==> src/rtl/memory_requester_if.sv <==
// Main-memory line bus between the requester (master) and the memory block (slave).
interface memory_requester_if #(
    parameter int CACHE_LINE_SIZE     = 128,
    parameter int MEMORY_ADDRESS_SIZE = 32
);
    logic                           enable;
    logic                           op;
    logic [MEMORY_ADDRESS_SIZE-1:0] address;
    logic [CACHE_LINE_SIZE-1:0]     wdata;
    logic                           op_init;
    logic                           op_done;
    logic [CACHE_LINE_SIZE-1:0]     rdata;
    logic                           data_ready;

    modport master (
        output enable, op, address, wdata, op_init, op_done,
        input  rdata, data_ready
    );

    modport slave (
        input  enable, op, address, wdata, op_init, op_done,
        output rdata, data_ready
    );
endinterface

==> src/rtl/memory_requester.sv <==
// Initiator side of the main-memory line protocol: round-robin between icache and dcache,
// one transaction in flight, timeout abort, and draining of stale memory responses.
//
// state   | meaning
// IDLE    | arbitrate; leave for DRAIN if memory still shows data_ready
// DRAIN   | pulse op_done to retire a stale response, enable low
// ISSUE   | enable + op_init for one cycle, counter cleared
// WAIT    | enable held, counting until data_ready or timeout
// DONE    | owner ready pulse; op_done unless the op was aborted
module memory_requester #(
    parameter int CACHE_LINE_SIZE     = 128,
    parameter int MEMORY_ADDRESS_SIZE = 32,
    parameter int TIMEOUT_CYCLES      = 64
) (
    input  logic                           clk,
    input  logic                           rst,
    input  logic                           ic_req,
    input  logic [MEMORY_ADDRESS_SIZE-1:0] ic_address,
    output logic                           ic_ready,
    output logic [CACHE_LINE_SIZE-1:0]     ic_data,
    input  logic                           dc_req,
    input  logic                           dc_op,
    input  logic [MEMORY_ADDRESS_SIZE-1:0] dc_address,
    input  logic [CACHE_LINE_SIZE-1:0]     dc_wdata,
    output logic                           dc_ready,
    output logic [CACHE_LINE_SIZE-1:0]     dc_rdata,
    output logic                           timeout_err,
    memory_requester_if.master             mem
);
    typedef enum logic [2:0] {
        S_IDLE, S_DRAIN, S_ISSUE, S_WAIT, S_DONE
    } state_t;

    localparam logic       OWN_IC       = 1'b0;
    localparam logic       OWN_DC       = 1'b1;
    localparam logic [7:0] TIMEOUT_LAST = 8'(TIMEOUT_CYCLES - 1);

    state_t                         state;
    state_t                         next_state;
    logic                           grant_ic;
    logic                           grant_dc;
    logic                           owner;
    logic                           last_grant;
    logic                           op_r;
    logic [MEMORY_ADDRESS_SIZE-1:0] addr_r;
    logic [CACHE_LINE_SIZE-1:0]     wdata_r;
    logic [7:0]                     wait_cnt;
    logic                           abort;

    always_ff @(posedge clk) begin
        if (rst) state <= S_IDLE;
        else     state <= next_state;
    end

    // A pending data_ready always wins over arbitration so the memory sees op_done first.
    always_comb begin
        next_state = state;
        grant_ic   = 1'b0;
        grant_dc   = 1'b0;
        case (state)
            S_IDLE: begin
                if (mem.data_ready) begin
                    next_state = S_DRAIN;
                end else if (dc_req && (!ic_req || last_grant == OWN_IC)) begin
                    grant_dc   = 1'b1;
                    next_state = S_ISSUE;
                end else if (ic_req) begin
                    grant_ic   = 1'b1;
                    next_state = S_ISSUE;
                end
            end
            S_DRAIN: next_state = S_IDLE;
            S_ISSUE: next_state = S_WAIT;
            S_WAIT: begin
                if (mem.data_ready || wait_cnt == TIMEOUT_LAST) next_state = S_DONE;
            end
            S_DONE:  next_state = S_IDLE;
            default: next_state = S_IDLE;
        endcase
    end

    always_comb begin
        mem.enable  = 1'b0;
        mem.op_init = 1'b0;
        mem.op_done = 1'b0;
        ic_ready    = 1'b0;
        dc_ready    = 1'b0;
        case (state)
            S_DRAIN: mem.op_done = 1'b1;
            S_ISSUE: begin
                mem.enable  = 1'b1;
                mem.op_init = 1'b1;
            end
            S_WAIT:  mem.enable = 1'b1;
            S_DONE: begin
                mem.op_done = !abort;
                ic_ready    = (owner == OWN_IC);
                dc_ready    = (owner == OWN_DC);
            end
            default: ;
        endcase
    end

    assign mem.op      = op_r;
    assign mem.address = addr_r;
    assign mem.wdata   = wdata_r;

    always_ff @(posedge clk) begin
        if (rst) begin
            owner       <= OWN_IC;
            last_grant  <= OWN_IC;
            op_r        <= 1'b0;
            addr_r      <= '0;
            wdata_r     <= '0;
            wait_cnt    <= '0;
            abort       <= 1'b0;
            timeout_err <= 1'b0;
            ic_data     <= '0;
            dc_rdata    <= '0;
        end else begin
            // Operands are latched at grant; later client changes are ignored.
            if (grant_dc) begin
                owner      <= OWN_DC;
                last_grant <= OWN_DC;
                op_r       <= dc_op;
                addr_r     <= dc_address;
                wdata_r    <= dc_wdata;
            end else if (grant_ic) begin
                owner      <= OWN_IC;
                last_grant <= OWN_IC;
                op_r       <= 1'b0;
                addr_r     <= ic_address;
                wdata_r    <= '0;
            end

            if (state == S_ISSUE)     wait_cnt <= '0;
            else if (state == S_WAIT) wait_cnt <= wait_cnt + 8'd1;

            if (state == S_WAIT) begin
                if (mem.data_ready) begin
                    abort <= 1'b0;
                    if (!op_r) begin
                        if (owner == OWN_DC) dc_rdata <= mem.rdata;
                        else                 ic_data  <= mem.rdata;
                    end
                end else if (wait_cnt == TIMEOUT_LAST) begin
                    abort       <= 1'b1;
                    timeout_err <= 1'b1;
                    if (owner == OWN_DC) dc_rdata <= '0;
                    else                 ic_data  <= '0;
                end
            end
        end
    end
endmodule

==> src/flat_wrapper.sv <==
// flat-port wrapper written by rule: the top's interface ports become plain ports
module memory_requester_flat 
#(
    parameter int CACHE_LINE_SIZE     = 128,
    parameter int MEMORY_ADDRESS_SIZE = 32,
    parameter int TIMEOUT_CYCLES      = 64
)
  (clk, rst, ic_req, ic_address, ic_ready, ic_data, dc_req, dc_op, dc_address, dc_wdata, dc_ready, dc_rdata, timeout_err, mem_enable, mem_op, mem_address, mem_wdata, mem_op_init, mem_op_done, mem_rdata, mem_data_ready);
  memory_requester_if #(.CACHE_LINE_SIZE(CACHE_LINE_SIZE), .MEMORY_ADDRESS_SIZE(MEMORY_ADDRESS_SIZE)) mem_i ();
  input  logic clk;
  input  logic rst;
  input  logic ic_req;
  input  logic [MEMORY_ADDRESS_SIZE-1:0] ic_address;
  output logic ic_ready;
  output logic [CACHE_LINE_SIZE-1:0] ic_data;
  input  logic dc_req;
  input  logic dc_op;
  input  logic [MEMORY_ADDRESS_SIZE-1:0] dc_address;
  input  logic [CACHE_LINE_SIZE-1:0] dc_wdata;
  output logic dc_ready;
  output logic [CACHE_LINE_SIZE-1:0] dc_rdata;
  output logic timeout_err;
  output wire logic [$bits(mem_i.enable)-1:0] mem_enable;
  output wire logic [$bits(mem_i.op)-1:0] mem_op;
  output wire logic [$bits(mem_i.address)-1:0] mem_address;
  output wire logic [$bits(mem_i.wdata)-1:0] mem_wdata;
  output wire logic [$bits(mem_i.op_init)-1:0] mem_op_init;
  output wire logic [$bits(mem_i.op_done)-1:0] mem_op_done;
  input wire logic [$bits(mem_i.rdata)-1:0] mem_rdata;
  input wire logic [$bits(mem_i.data_ready)-1:0] mem_data_ready;
  assign mem_enable = mem_i.enable;
  assign mem_op = mem_i.op;
  assign mem_address = mem_i.address;
  assign mem_wdata = mem_i.wdata;
  assign mem_op_init = mem_i.op_init;
  assign mem_op_done = mem_i.op_done;
  assign mem_i.rdata = mem_rdata;
  assign mem_i.data_ready = mem_data_ready;
  memory_requester #(.CACHE_LINE_SIZE(CACHE_LINE_SIZE), .MEMORY_ADDRESS_SIZE(MEMORY_ADDRESS_SIZE), .TIMEOUT_CYCLES(TIMEOUT_CYCLES)) u_core (.clk(clk), .rst(rst), .ic_req(ic_req), .ic_address(ic_address), .ic_ready(ic_ready), .ic_data(ic_data), .dc_req(dc_req), .dc_op(dc_op), .dc_address(dc_address), .dc_wdata(dc_wdata), .dc_ready(dc_ready), .dc_rdata(dc_rdata), .timeout_err(timeout_err), .mem(mem_i));
endmodule
==> config.mk <==
export PLATFORM = sky130hd
export DESIGN_NAME = memory_requester_flat
export DESIGN_NICKNAME = d
export VERILOG_FILES = /design/src/rtl/memory_requester_if.sv /design/src/rtl/memory_requester.sv /design/src/flat_wrapper.sv
export SDC_FILE = /design/constraint.sdc
export NUM_CORES = 1
export LEC_CHECK = 0
export CAP_MARGIN = 20
export CORE_AREA = 2 2 289 291
export DETAILED_ROUTE_END_ITERATION = 10
export DIE_AREA = 0 0 291 293
export SETUP_SLACK_MARGIN = 0.15
export SLEW_MARGIN = 5
export SYNTH_ARGS = -nofsm -noshare
export SYNTH_HDL_FRONTEND = slang
export SYNTH_SLANG_ARGS = --single-unit
==> constraint.sdc <==
create_clock -name clk -period 1.9 [get_ports clk]
set_input_delay 0.475 -clock clk [delete_from_list [all_inputs] [get_ports clk]]
set_output_delay 0.475 -clock clk [all_outputs]
set_load 0.05 [all_outputs]
Word level (Yosys, flattened, before mapping)
Cells that the tools add are included.
{"block": "classes", "add_sub_neg": 1, "eq_ne": 8, "n_mux": 36, "n_bitwise": 2, "n_reduce_logical": 15}
{"operator": "two-way mux 128 bit", "n": 12}
{"operator": "two-way mux 32 bit", "n": 2}
{"operator": "two-way mux 1 bit", "n": 16}
{"operator": "two-way mux 3 bit", "n": 4}
{"operator": "one-hot mux 3 bit (3 select lines)", "n": 1}
{"operator": "adder 8 x 1 -> 8 bit (second input constant)", "n": 1}
{"operator": "== test 8 x 6 -> 1 bit (second input constant)", "n": 1}
{"operator": "AND reduction 4 bit", "n": 2}
{"operator": "== test 3 x 2 -> 1 bit (second input constant)", "n": 2}
{"operator": "!= test 4 x 3 -> 1 bit (second input constant)", "n": 1}
{"operator": "AND reduction 2 bit", "n": 2}
{"operator": "nonzero test 2 bit", "n": 2}
{"operator": "OR reduction 2 bit", "n": 2}
{"operator": "== test 3 x 1 -> 1 bit (second input constant)", "n": 1}
{"operator": "== test 3 bit (second input constant)", "n": 1}
{"operator": "zero test 3 bit", "n": 1}
{"operator": "AND reduction 3 bit", "n": 1}
{"operator": "zero test 1 bit", "n": 2}
{"operator": "logical OR 1 bit", "n": 2}
{"operator": "!= test 2 x 1 -> 1 bit (second input constant)", "n": 1}
{"operator": "!= test 2 bit (second input constant)", "n": 1}
{"operator": "inverter 1 bit", "n": 2}
{"operator": "one-hot mux 1 bit (2 select lines)", "n": 1}
{"operator": "logical AND 1 bit", "n": 1}
{"block": "totals", "ff_bits": 431, "out_inout_bits": 423}

Logic depth before layout (Yosys ltp)
Gate-level depths: netlist of run 1.
{"block": "logic_depth", "ltp_word": 8, "depth_mapped": 7}

Worst setup path after synthesis of run 1
No wires, ideal clock.
{"block": "synth_timing", "path_kind": "register to output", "start": "reg u_core.state[2]", "end": "out dc_ready", "arrival_time_ns": 2.337, "t_required_ns": 1.425, "path_slack_ns": -0.912, "stages_incl_launch_ff": 4, "cell_sequence": "dfxtp_1 clkbuf_1 inv_1 nor4b_1"}
{"block": "synth_between", "elab_chain_len": 2}
{"item": "from (decl)", "line_no": "memory_requester.sv:38", "text": "state_t state;"}
{"item": "from (signal assigned)", "line_no": "memory_requester.sv:52", "text": "else state <= next_state;"}
{"item": "== test 3 bit", "line_no": "memory_requester.sv:88", "text": "case (state)"}
{"item": "two-way mux 1 bit", "line_no": "memory_requester.sv:88"}
{"item": "to (decl)", "line_no": "flat_wrapper.sv:20", "text": "output logic dc_ready;"}
No other way between the ends.

Worst setup path in the final report of run 1
{"block": "layout_timing", "start": "reg u_core.state[1]", "end": "out mem_op_init"}
{"block": "layout_between", "elab_chain_len": 2}
{"item": "== test 3 x 2 -> 1 bit", "line_no": "memory_requester.sv:88"}
{"item": "two-way mux 1 bit", "line_no": "memory_requester.sv:88"}
{"item": "to (decl)", "line_no": "flat_wrapper.sv:27", "text": "output wire logic [$bits(mem_i.op_init)-1:0] mem_op_init;"}
No other way between the ends.

==> results.py, run 1 <==
metrics = {
    "status": {
        "status": "finished, violations left",
        "violations": "negative setup slack",
    },
    "sta": {
        "worst_clock_skew_ps": 11.1,
        "finalSetupViolations": 87,
        "min_period_ps": 2110,
        "finalHoldViolCount": 0,
        "rsz0062_at_grt": "true",
        "fin_crit_sh_pct": 111,
        "slew_headroom_pct": 50.4,
        "worst_pin_slew_ps": 734,
        "finalWorstSetupSlack_ps": -206,
        "slew_violations": 0,
        "fmax_ghz": 0.475,
    },
    "power": {
        "max-vdd-ir-drop_v": 0.000645,
        "power_density_nw_per_um2": 717,
        "total_power_uw": 25500,
        "p_leak_uw": 0.0163,
    },
    "yosys": {
        "synthTopCellsByCount": "431 x dfxtp_1, 262 x nand2_1, 258 x nor2b_1, 257 x mux2i_1, 212 x o211ai_2",
        "synth_ff_type": "dfxtp_1",
        "syn_area_um2": 22500,
        "syn_inst": 2420,
        "ys_types": 47,
        "synth_area_leaders": "dfxtp_1 38%, o211ai_2 12%, mux2i_1 11%",
        "synth_nets": 2747,
        "synth_seq_area_share_pct": 38.4,
        "async_flop_share_pct": 0,
        "synth_edf_count": 0,
        "synth.avg_cell_area_um2": 9.30,
        "synth.top_cell.area_share_pct": 38.4,
        "yosysMostFrequentCell": "dfxtp_1",
        "synth_warnings": 0,
        "netlist.top_cell.by_area": "dfxtp_1",
        "ys_ff_latch": 431,
    },
    "floorplan": {
        "die_h_um": 293,
        "core_um2": 81800,
        "die_area_um2": 85300,
        "start_util_pct": 27.5,
        "ios": 749,
        "rows": 105,
        "dieWidth_um": 291,
    },
    "worst_setup_path": {
        "worst_ep_required_time_ps": 1420,
        "path_buf_inv": 2,
        "crit_path_start_kind": "flop",
        "timing.rr.start": "u_core.wait_cnt[1]",
        "end_kind": "output pin",
        "slowest_stage": "or3b_4",
        "crit_start": "u_core.state[1]",
        "crit_family": "simple AND/OR/NAND/NOR gates",
        "cp.arrival_ps": 1630,
        "cp_max_fo": 5,
        "crit_type": "flop to output pin",
        "critical_path.cell_chain": "or3b_4, clkinvlp_4, buf_12",
        "cp_slowest_stage_delay_ps": 410,
    },
    "clock_network": {
        "cts_sinks": 431,
        "htree_levels": 2,
        "cts_buffers": 53,
        "cts_tree": "yes",
        "clk_latency_ps": 600,
        "cts.clk_slew.worst_paths_ps": 60,
        "cts_root_buf": "clkbuf_16",
        "clockBufferDepth": 3,
    },
    "finish": {
        "num-fill-cells": 7947,
        "stdcell_area_um2": 35500,
        "post-route-util_pct": 43.4,
        "nNetsFinal": 3595,
        "drive_gt1_share_pct": 33.0,
        "area_delta_synth_final_pct": 57.9,
    },
    "routing": {
        "drc": 0,
        "vias_per_cell": 5.01,
        "drtIter0Drc": 1139,
        "antenna_left": 0,
        "wl_um": 96400,
        "drtPass1Iterations": 5,
        "routed-via-count": 21985,
        "avgRoutedWirePerCell_um": 22.0,
    },
    "global_route": {
        "overflow": 0,
        "grt.total_usage_pct": 20.7,
        "antenna_found_initial": 11,
        "grt_max_degree": 78,
        "grt_pass1_vias": 21758,
        "grt_pass1_wl_um": 138000,
    },
    "placed_design": {
        "post-dp-hpwl_um": 64400,
        "post_dp_cell_area_um2": 31600,
        "gp_congestion": 0.868,
        "pre_cts_ws_ps": -110,
        "io_buffers": 748,
    },
    "run": {
        "drv_cap": 0,
    },
    "worst_hold_path": {
        "worstHoldStart": "rst",
        "hold_class": "primary input to flop",
    },
}
## power by group
part           switching [uW]  internal, uW
Clock                    4310          5940
Combinational            3250          2310
Sequential                250          9410
Total                    7810         17700
## cells by family after synthesis
kind of cell,Yosys count,synth area share (%)
and+or+nand+nor,809,21.1
AOI/OAI and AO/OA,600,22.1
DFF,431,38.4
buffers and inverters,320,6.85
muxes,257,11.4
xor gates and xnor gates,2,0.0779
adders and majority gates,1,0.0556
## layout make-up
| class | count | area (um^2) | area share, % |
|---|---|---|---|
| multi-input cells | 1673 | 12600 | 35.4 |
| repair buffers | 1069 | 11100 | 31.2 |
| flip-flops and latches | 431 | 8660 | 24.4 |
| clock buffers | 83 | 1610 | 4.54 |
| well taps | 1070 | 1340 | 3.77 |
| inverters | 40 | 154 | 0.433 |
| clock inverters | 14 | 118 | 0.331 |
| diodes | 4 | 10.0 | 0.0282 |
## flip-flops by register name (all words and copies together), names as in the netlist
signal	flops
u_core.timeout_err	1
u_core.last_grant	1
u_core.ic_data	128
u_core.wait_cnt	8
u_core.mem.address	32
u_core.mem.wdata	128
u_core.abort	1
u_core.mem.op	1
u_core.dc_rdata	128
u_core.state	3
## stage by stage
stage / std cells / TNS, ps / hold slack (ps)
2_1_floorplan: 2420 / 0 / 453
3_3_place_gp: 4188 / -4490 / 436
3_5_place_dp: 4188 / -8610 / 442
4_1_cts: 4344 / -3000 / 201
5_1_grt: 4381 / -8070 / 278
6_report: 4384 / -2660 / 313
## layout by cell type, fill, tap and decap left out, types with 3 or more instances in the layout
cell,n
a21oi_1,137
a221oi_1,32
buf_12,82
buf_16,40
buf_4,565
buf_6,39
buf_8,7
clkbuf_1,15
clkbuf_16,67
clkbuf_8,13
clkdlybuf4s50_1,323
clkinv_2,6
clkinvlp_4,4
dfxtp_1,417
dfxtp_2,10
dfxtp_4,4
diode_2,4
inv_1,39
mux2i_1,257
nand2_1,262
nand3_1,131
nor2_1,3
nor2b_1,256
nor4bb_1,128
o211ai_1,44
o211ai_2,212
o21ai_0,36
o21ai_1,84
o21ai_2,13
o32ai_1,32
or4_4,5
## worst paths after layout
kind | endpoint | slack [ps] | cells past startpoint
max | mem_op_init | -210 | 3
min | u_core.mem.wdata[113] | 310 | 2
max reg2reg | u_core.dc_rdata[15] | -50 | 8
min reg2reg | u_core.timeout_err | 460 | 2
## repair_timing
| item | CTS | global route |
|---|---|---|
| hold buffers | 0 | 0 |
| buffers inserted | 30 | 11 |
| gates resized for setup | 126 | 120 |
| pin swaps | 39 | 45 |
| endpoints found under the hold margin | 0 | 0 |
| gates cloned | 30 | 25 |
| setup endpoints to repair | 255 | 407 |
## metal layers
| metal | vias up | global-route usage (%) | wire (um) | share of wire, % |
|---|---|---|---|---|
| met5 | - | 0 | 46 | 0.048 |
| met4 | 8 | 8.95 | 4380 | 4.5 |
| met3 | 186 | 5.74 | 6550 | 6.8 |
| met2 | 744 | 35.0 | 46400 | 48 |
| met1 | 10530 | 24.6 | 39000 | 40 |
| li1 | 10517 | - | - | - |
Power figures use the tool's default switching activity.
==> inputs of run 2 (changes only) <==
CELL_PAD_IN_SITES_DETAIL_PLACEMENT = 0   (was default)
CELL_PAD_IN_SITES_GLOBAL_PLACEMENT = 1   (was default)
CORE_AREA = 2 2 293 295   (was 2 2 289 291)
DIE_AREA = 0 0 295 297   (was 0 0 291 293)
PLACE_DENSITY_LB_ADDON = 0.1   (was default)
TNS_END_PERCENT = 10   (was default)
==> run 2 against run 1 <==
  * The run still ends with negative setup slack left
  * Sequential power about the same
  * Final area decreased by 2.9%
  * Sequential share of layout area increased by 0.71 points
  * Utilization decreased by 2.6 points
  * Critical path depth unchanged
  * Via count decreased by 1.4%
  * First-iteration DRC count decreased by 29%
  * Clock power increased by 4%
  * Clock skew increased by 2.3 ps
  * Power increased by 0.88%
  * Die area increased by 2.8%
  * Critical endpoint unchanged
==> results.py, run 2 (synthesis results as in run 1) <==
metrics = {
    "status": {
        "status": "finished, violations left",
        "violations": "negative setup slack",
    },
    "worst_setup_path": {
        "crit_start": "u_core.state[2]",
        "cp_slowest_stage_delay_ps": 410,
        "cp_max_fo": 8,
        "cp.arrival_ps": 1590,
        "slowest_stage": "or3b_4",
        "critical_path.cell_chain": "or3b_4, inv_2, buf_12",
        "end_kind": "output pin",
        "path_buf_inv": 2,
        "crit_path_start_kind": "flop",
        "worst_ep_required_time_ps": 1420,
        "crit_family": "simple AND/OR/NAND/NOR gates",
        "crit_type": "flop to output pin",
        "timing.rr.start": "u_core.wait_cnt[1]",
    },
    "sta": {
        "min_period_ps": 2060,
        "worst_hold_slack_ps": 342,
        "finalHoldViolCount": 0,
        "fin_crit_sh_pct": 108,
        "slew_headroom_pct": 59.6,
        "rsz0062_at_grt": "true",
        "finalSetupViolations": 41,
        "worst_pin_slew_ps": 599,
        "slew_violations": 0,
        "worst_clock_skew_ps": 13.4,
        "finalWorstSetupSlack_ps": -160,
        "fmax_ghz": 0.485,
    },
    "clock_network": {
        "clockBufferDepth": 3,
        "cts_hold_buf": 0,
        "cts_root_buf": "clkbuf_16",
        "cts_tree": "yes",
        "clk_latency_ps": 600,
        "htree_levels": 2,
        "cts_buffers": 54,
        "cts.clk_slew.worst_paths_ps": 60,
        "cts_sinks": 431,
    },
    "power": {
        "max-vdd-ir-drop_v": 0.000652,
        "p_leak_uw": 0.0156,
        "power_density_nw_per_um2": 745,
    },
    "floorplan": {
        "die_h_um": 297,
        "ios": 749,
        "core_um2": 84500,
        "die_area_um2": 87600,
        "dieWidth_um": 295,
        "rows": 107,
        "start_util_pct": 26.6,
    },
    "finish": {
        "area_delta_synth_final_pct": 53.3,
        "final_common_cell": "buf_4",
        "multi_input_comb_area_um2": 12900,
        "post-route-util_pct": 40.8,
        "regArea_um2": 8650,
        "fin_cells": 4353,
        "drive_gt1_share_pct": 32.8,
        "stdcell_area_um2": 34500,
        "num-fill-cells": 8269,
        "layout_common_cells": "519 x buf_4, 420 x dfxtp_1, 323 x clkdlybuf4s50_1",
        "nNetsFinal": 3485,
    },
    "routing": {
        "avgRoutedWirePerCell_um": 22.8,
        "drtIter0Drc": 813,
        "drtPass1Iterations": 5,
        "vias_per_cell": 4.98,
        "wl_um": 99200,
        "drc": 0,
        "antenna_left": 0,
        "routed-via-count": 21667,
    },
    "placed_design": {
        "post-dp-hpwl_um": 68200,
        "gp_congestion": 0.821,
        "dp.cells": 4211,
        "pre_cts_ws_ps": -168,
        "io_buffers": 748,
        "post_dp_cell_area_um2": 31300,
    },
    "global_route": {
        "grt.total_usage_pct": 21.3,
        "grt_pass1_wl_um": 145000,
        "overflow": 0,
        "grt_max_degree": 78,
        "antenna_found_initial": 14,
        "grt_pass1_vias": 22216,
    },
    "worst_hold_path": {
        "worstHoldStart": "mem_data_ready",
        "hold_class": "primary input to flop",
    },
    "run": {
        "drv_cap": 0,
    },
}
## run 2: cell types whose count changed in the layout (fill, tap and decap cells not counted), moves of 11 or more
cell	before	now
a221oi_1	32	17
buf_16	40	21
buf_4	565	519
buf_12	82	71
o21ai_0	36	16
buf_6	39	18
o21ai_1	84	61
o21ai_2	13	49
a221oi_2	0	14
## run 2: cell type report
class	count	area share, %
clock inverters	8	0.199
flip-flops and latches	431	25.1
multi-input cells	1669	37.3
well taps	1144	4.15
diodes	8	0.0580
inverters	40	0.443
clock buffers	91	5.14
repair buffers	962	27.7
## run 2: path summary, 6_finish.rpt
| path | slack [ps] | cells after the start | endpoint |
|---|---|---|---|
| setup / recovery | -160 | 3 | mem_op_init |
| hold / removal | 340 | 3 | u_core.state[0] |
| setup reg to reg | -30 | 7 | u_core.dc_rdata[83] |
| hold reg to reg | 460 | 2 | u_core.timeout_err |
## run 2: per-layer routing
metal | routed length, um | part of all wire (%) | GRT usage, % | vias up
met4 | 2640 | 2.7 | 6.37 | 12
met1 | 41400 | 42 | 26.1 | 10633
met5 | 75 | 0.076 | 0 | -
li1 | - | - | - | 10292
met3 | 7140 | 7.2 | 6.24 | 128
met2 | 48000 | 48 | 36.0 | 602
## run 2: per-stage QoR
stage / TNS [ps] / power [uW]
final: -1260 / 25700
after global routing: -7610 / 26700
after CTS: -1450 / 26000
after detailed placement: -15110 / 15000
after global placement: -13990 / 14900
after floorplan: -2.78 / 12600
## run 2: timing repair
item                                    4_1_cts  5_1_grt
endpoints found under the setup margin      265      427
cloned                                       13        7
gates resized for setup                     117      171
pin swaps                                   123      227
buffers inserted                             10        5
## run 2: worst reg2reg max path: stages, from the launching register on
cell and delay [ps]:
dfxtp_2 360, ha_4 140, or4b_4 610, buf_12 210, buf_12 140, buf_16 140, o211ai_1 170, nand2_1 70
## run 2: power breakdown
group          switching [uW]  internal [uW]  leakage [uW]
combinational            3230           2110        0.0112
sequential                235           9410       0.00350
clock                    4280           6430      0.000917
total                    7750          18000        0.0156
